==> src/rtl/spi_reg_sequencer.sv <==
// SPI command/burst sequencer between spi_slave and the register wrapper.
// Ports: cs_n/rx_byte/tx_byte_* from spi_slave; reg_addr/addr_dv/rw_out/rxdv/rx_d/tx_d/tx_en to the wrapper; busy/byte_cnt/err_* status.
module spi_reg_sequencer #(
  parameter logic [6:0]  ADDR_MAX   = 7'h09,
  parameter logic [15:0] STREAM_MAP = 16'h0128
) (
  input  logic       clk,
  input  logic       reset_n,
  input  logic       cs_n,
  input  logic [7:0] rx_byte,
  input  logic       rx_byte_dv,
  input  logic       tx_byte_req,
  output logic [7:0] tx_byte,
  output logic       tx_byte_load,
  output logic [6:0] reg_addr,
  output logic       addr_dv,
  output logic       rw_out,
  output logic       rxdv,
  output logic [7:0] rx_d,
  input  logic [7:0] tx_d,
  input  logic       tx_en,
  output logic       busy,
  output logic [7:0] byte_cnt,
  output logic       err_unmapped,
  output logic       err_overrun,
  input  logic       err_clr
);

  typedef enum logic [2:0] {
    S_IDLE,
    S_CMD,
    S_WR,
    S_RD,
    S_RD_FETCH,
    S_RD_LOAD
  } state_t;

  state_t     state_q, state_d;
  logic [6:0] reg_addr_q, reg_addr_d;
  logic       wr_pend_q, wr_pend_d;
  logic [7:0] rx_d_q, rx_d_d;
  logic [7:0] tx_byte_q, tx_byte_d;
  logic [7:0] byte_cnt_q, byte_cnt_d;
  logic       err_unm_q, err_unm_d;
  logic       err_ovr_q, err_ovr_d;

  logic       mapped;
  logic       stream;
  logic [6:0] addr_nxt;
  logic       rd_fetch;
  logic       rd_load;
  logic       set_unm;
  logic       set_ovr;
  logic       cnt_inc;
  logic       cnt_clr;

  assign mapped   = reg_addr_q <= ADDR_MAX;
  assign stream   = (reg_addr_q[6:4] == 3'b000)
                  && STREAM_MAP[reg_addr_q[3:0]];
  assign addr_nxt = stream ? reg_addr_q
                           : reg_addr_q + 7'd1;
  assign rd_fetch = state_q == S_RD_FETCH;
  // A load still pending when cs_n rises is dropped.
  assign rd_load  = (state_q == S_RD_LOAD) && !cs_n;

  // The write strobe lives one cycle after its byte, so a write whose byte
  // arrived together with cs_n rising still completes from IDLE.
  assign addr_dv      = mapped && (wr_pend_q || rd_fetch);
  assign rxdv         = mapped && wr_pend_q;
  assign rw_out       = rd_fetch;
  assign tx_byte_load = rd_load;
  assign reg_addr     = reg_addr_q;
  assign rx_d         = rx_d_q;
  assign tx_byte      = tx_byte_q;
  assign byte_cnt     = byte_cnt_q;
  assign busy         = state_q != S_IDLE;
  assign err_unmapped = err_unm_q;
  assign err_overrun  = err_ovr_q;

  always_comb begin
    state_d    = state_q;
    reg_addr_d = reg_addr_q;
    wr_pend_d  = 1'b0;
    rx_d_d     = rx_d_q;
    tx_byte_d  = tx_byte_q;
    set_unm    = 1'b0;
    set_ovr    = 1'b0;
    cnt_inc    = 1'b0;
    cnt_clr    = 1'b0;

    // Address advances in the strobe cycle, even for unmapped accesses.
    if (wr_pend_q) begin
      reg_addr_d = addr_nxt;
      cnt_inc    = 1'b1;
      set_unm    = !mapped;
    end
    if (rd_load) begin
      reg_addr_d = addr_nxt;
      cnt_inc    = 1'b1;
    end

    case (state_q)
      S_IDLE: begin
        if (!cs_n) state_d = S_CMD;
      end
      S_CMD: begin
        if (cs_n) begin
          state_d = S_IDLE;
        end else if (rx_byte_dv) begin
          reg_addr_d = rx_byte[6:0];
          cnt_clr    = 1'b1;
          if (rx_byte[7])
            state_d = tx_byte_req ? S_RD_FETCH : S_RD;
          else
            state_d = S_WR;
        end
      end
      S_WR: begin
        if (rx_byte_dv) begin
          wr_pend_d = 1'b1;
          rx_d_d    = rx_byte;
        end
        if (cs_n) state_d = S_IDLE;
      end
      S_RD: begin
        if (cs_n)             state_d = S_IDLE;
        else if (tx_byte_req) state_d = S_RD_FETCH;
      end
      S_RD_FETCH: begin
        set_ovr = tx_byte_req;
        set_unm = !mapped;
        if (cs_n) begin
          state_d = S_IDLE;
        end else begin
          tx_byte_d = (mapped && tx_en) ? tx_d : 8'h00;
          state_d   = S_RD_LOAD;
        end
      end
      S_RD_LOAD: begin
        set_ovr = tx_byte_req;
        state_d = cs_n ? S_IDLE : S_RD;
      end
      default: state_d = S_IDLE;
    endcase

    if (cnt_clr)
      byte_cnt_d = 8'd0;
    else if (cnt_inc && byte_cnt_q != 8'hFF)
      byte_cnt_d = byte_cnt_q + 8'd1;
    else
      byte_cnt_d = byte_cnt_q;

    // A new error in the clear cycle wins over err_clr.
    err_unm_d = set_unm || (err_unm_q && !err_clr);
    err_ovr_d = set_ovr || (err_ovr_q && !err_clr);
  end

  always_ff @(posedge clk or negedge reset_n) begin
    if (!reset_n) begin
      state_q    <= S_IDLE;
      reg_addr_q <= 7'd0;
      wr_pend_q  <= 1'b0;
      rx_d_q     <= 8'h00;
      tx_byte_q  <= 8'h00;
      byte_cnt_q <= 8'd0;
      err_unm_q  <= 1'b0;
      err_ovr_q  <= 1'b0;
    end else begin
      state_q    <= state_d;
      reg_addr_q <= reg_addr_d;
      wr_pend_q  <= wr_pend_d;
      rx_d_q     <= rx_d_d;
      tx_byte_q  <= tx_byte_d;
      byte_cnt_q <= byte_cnt_d;
      err_unm_q  <= err_unm_d;
      err_ovr_q  <= err_ovr_d;
    end
  end

endmodule

==> config.mk <==
export PLATFORM = sky130hd
export DESIGN_NAME = spi_reg_sequencer
export DESIGN_NICKNAME = d
export VERILOG_FILES = /design/src/rtl/spi_reg_sequencer.sv
export SDC_FILE = /design/constraint.sdc
export NUM_CORES = 1
export LEC_CHECK = 0
export CORE_MARGIN = 5
export CORE_UTILIZATION = 45
export CTS_BUF_LIST = sky130_fd_sc_hd__clkbuf_8
export CTS_CLUSTER_SIZE = 28
export DETAILED_ROUTE_END_ITERATION = 8
export PLACE_DENSITY = 0.79
export SYNTH_ARGS = -nofsm -noshare
export SYNTH_HDL_FRONTEND = slang
export SYNTH_SLANG_ARGS = --single-unit
==> constraint.sdc <==
create_clock -name clk -period 4.2 [get_ports clk]
set_input_delay 0.84 -clock clk [delete_from_list [all_inputs] [get_ports clk]]
set_output_delay 0.84 -clock clk [all_outputs]
set_load 0.01 [all_outputs]
==> impl_metrics.csv <==
group,metric,value,unit
status,outcome,"finished clean",
cts,htreeDepth,2,
setup_path,slowest_delay,0.55,ns
route,routed_via_density,5.15,
yosys,synth_area,1840,um2
worst_hold_path,hold_end,"tx_byte[5]",
setup_path,crit_top_cell,"clkdlybuf4s50_1",
cts,cts_made_buffers,5,
yosys,synth_fp_nets,200,
yosys,synth_cell_type_count,39,
cells_and_area,final_common_cell,"clkdlybuf4s50_1",
die,die_y,73.9,um
yosys,yosys_warnings,0,
route,wirelength,3960,um
setup_path,r2r-end,"reg_addr[1]",
timing,fmax,0.309,GHz
global_route,grt_overflow,0,
yosys,ys_async_sr_fraction,1.00,
cells_and_area,layout-drive-gt1-share,0.132,
setup_path,worstRegToRegCells,6,
timing,whs,0.504,ns
yosys,netlist_instances,172,
timing,rsz0062_at_grt,"false",
cts,cts_tree,"yes",
cells_and_area,final_util,0.650,
cells_and_area,nNetsFinal,262,
cts,clk_pin_slew_worst_paths,0.07,ns
global_route,grt_use_total,0.155,
yosys,synth_edf_count,0,
timing,tightest_slew,0.800,ns
route,drt_iter0_markers,59,
yosys,ys_ff_latch,37,
route,wl_per_cell,13.9,um
cts,clockRootBuffer,"clkbuf_8",
yosys,synth_top_family_by_area,"simple AND/OR/NAND/NOR gates",
power,peakVddDrop,0.253,mV
setup_path,critPathArrivalTime,2.39,ns
timing,tns,0,ns
yosys,synth.avg_cell_area,10.7,um2
place,place_congestion,0.785,
setup_path,cp-start-kind,"input pin",
power,p_leak,0.00108,uW
setup_path,crit_chain,"clkdlybuf4s50_1, nor4bb_1, buf_4, clkdlybuf4s50_1",
worst_hold_path,hold_depth,1,
yosys,yosysTopAreaCell,"dfrtp_1",
timing,final.setup_skew,0.00440,ns
route,dr.pass1.iters,4,
setup_path,path_max_fanout,7,
yosys,yosys-top-cells-area,"dfrtp_1, mux2_2, o21ai_0, a22o_1, ha_1",
yosys,synth_flop_cell,"dfrtp_1",
global_route,grt_pass1_vias,1456,
die,rows,23,
yosys,netlist.area_leader.share,0.504,
cells_and_area,antenna_cells,0,
cts,cts_hold_buf,0,
timing,maxSlewViolCount,0,
run,cap_violations,0,
yosys,synth-compound-area-share,0.149,
setup_path,cp_slowest_cell,"clkdlybuf4s50_1",
die,core_region_area,3970,um2
setup_path,r2r-start,"state_q[1]",
timing,period_minus_slack,3.23,ns
worst_hold_path,hold_class,"reg -> reg",
power,power.density,469,nW/um2
cts,cts_max_path_buffers,2,
cts,clkLatencyLatePin,0.28,ns
global_route,grt_max_degree,38,
route,drc,0,
timing,slew-limit-headroom,0.467,
cts,cts_resized,0,
timing,finalHoldViolations,0,
setup_path,criticalPathCategory,"in -> out",
setup_path,crit_required,3.36,ns
die,pin_count,61,
place,io_buffers,60,
global_route,antenna_found_initial,0,
die,start_util,0.462,
cts,postCtsSetupBuffers,0,
die,fp.dieW,73.9,um
timing,setup_viol,0,
route,drtAntennaViolNets,0,
die,die_area,5460,um2
global_route,grt_first_pass_wirelength,6490,um
route,vias,1467,
yosys,ys_seq_area_frac,0.504,
yosys,synth-xor-area-share,0.0477,
yosys,muxShareOfSynthArea,0.0777,
setup_path,regToRegSetupSlack,2.24,ns
yosys,synthSimpleGateAreaFrac,0.153,
cells_and_area,layout_common_cells,"clkdlybuf4s50_1, dfrtp_1, o21ai_0, nor2_1, nand2_1",
cts,cts_num_sinks,37,
worst_hold_path,hold_start,"tx_byte[5]",
setup_path,cp-end-kind,"output pin",
place,hpwl,2990,um
timing,post-route-period-util,0.769,
yosys,synth-adder-area-share,0.0341,
cells_and_area,syn_to_final_growth,40.7,%
==> routing by layer <==
metal  up-vias  wire length, um  track usage
li1        729                -            -
met5         -                0            0
met3         6              243       0.0506
met4         0               55       0.0543
met1       690             1710        0.189
met2        42             1950        0.255
==> kinds of logic after synthesis <==
family / Yosys count
AO/OA/AOI/OAI: 40
XOR/XNOR: 10
adder cells (fa/ha/maj): 5
buffers and inverters: 15
flip-flops: 37
multiplexers: 13
AND/OR/NAND/NOR: 52
==> through the flow <==
step | worst slack [ns] | instance area [um2] | cells | total power (uW)
CTS | 0.953 | 2580 | 285 | 1230
detailed placement | 0.954 | 2480 | 277 | 958
floorplan | 2.02 | 1840 | 172 | 716
global placement | 0.989 | 2480 | 277 | 941
finish | 0.968 | 2580 | 285 | 1210
global route | 0.807 | 2580 | 285 | 1290
==> area by class of cell <==
type | instances | area [um2]
inverters | 8 | 30.0
repair buffers | 62 | 611
well taps | 50 | 62.6
flip-flops and latches | 37 | 926
clock buffers | 7 | 96.3
fillers | 339 | 1390
multi-input cells | 120 | 852
clock inverters | 1 | 5.00
==> synthesized netlist by cell type (2+ instances only) <==
library cell	count
or3_1	3
inv_1	8
a21o_1	2
nand4_1	3
nor2_1	15
and3_1	3
nand3b_1	2
xor2_1	3
clkbuf_1	3
nor3_2	2
nand2_1	12
a22o_1	8
a21oi_1	8
xnor2_1	7
nor3_1	5
mux2i_1	3
o21ai_0	15
mux2_2	9
ha_1	5
dfrtp_1	37
==> worst max path at each step <==
stage,startpoint,endpoint,slack (ns),cells past startpoint
2_1_floorplan,reg_addr[1],addr_dv,2.02,6
3_3_place_gp,cs_n,tx_byte_load,0.99,4
3_5_place_dp,cs_n,tx_byte_load,0.95,4
4_1_cts,cs_n,tx_byte_load,0.95,4
5_1_grt,cs_n,tx_byte_load,0.81,4
6_report,cs_n,tx_byte_load,0.97,4
==> worst max-delay path, delay by kind of cell <==
family,cells,cell delay [ns]
AND/OR/NAND/NOR,1,0.30
buffers and inverters,3,1.26
==> power by group <==
group | internal, uW | switching, uW | leakage [uW]
clock | 148 | 118 | 0.0000542
sequential | 436 | 85.9 | 0.000486
combinational | 253 | 170 | 0.000540
total | 838 | 374 | 0.00108
==> sequential cells by signal (all words and copies together) (netlist names) <==
register and count:
byte_cnt 8, err_overrun 1, err_unmapped 1, reg_addr 7
rx_d 8, state_q 3, tx_byte 8, wr_pend_q 1
No activity file was read; power rests on OpenSTA's default activity.
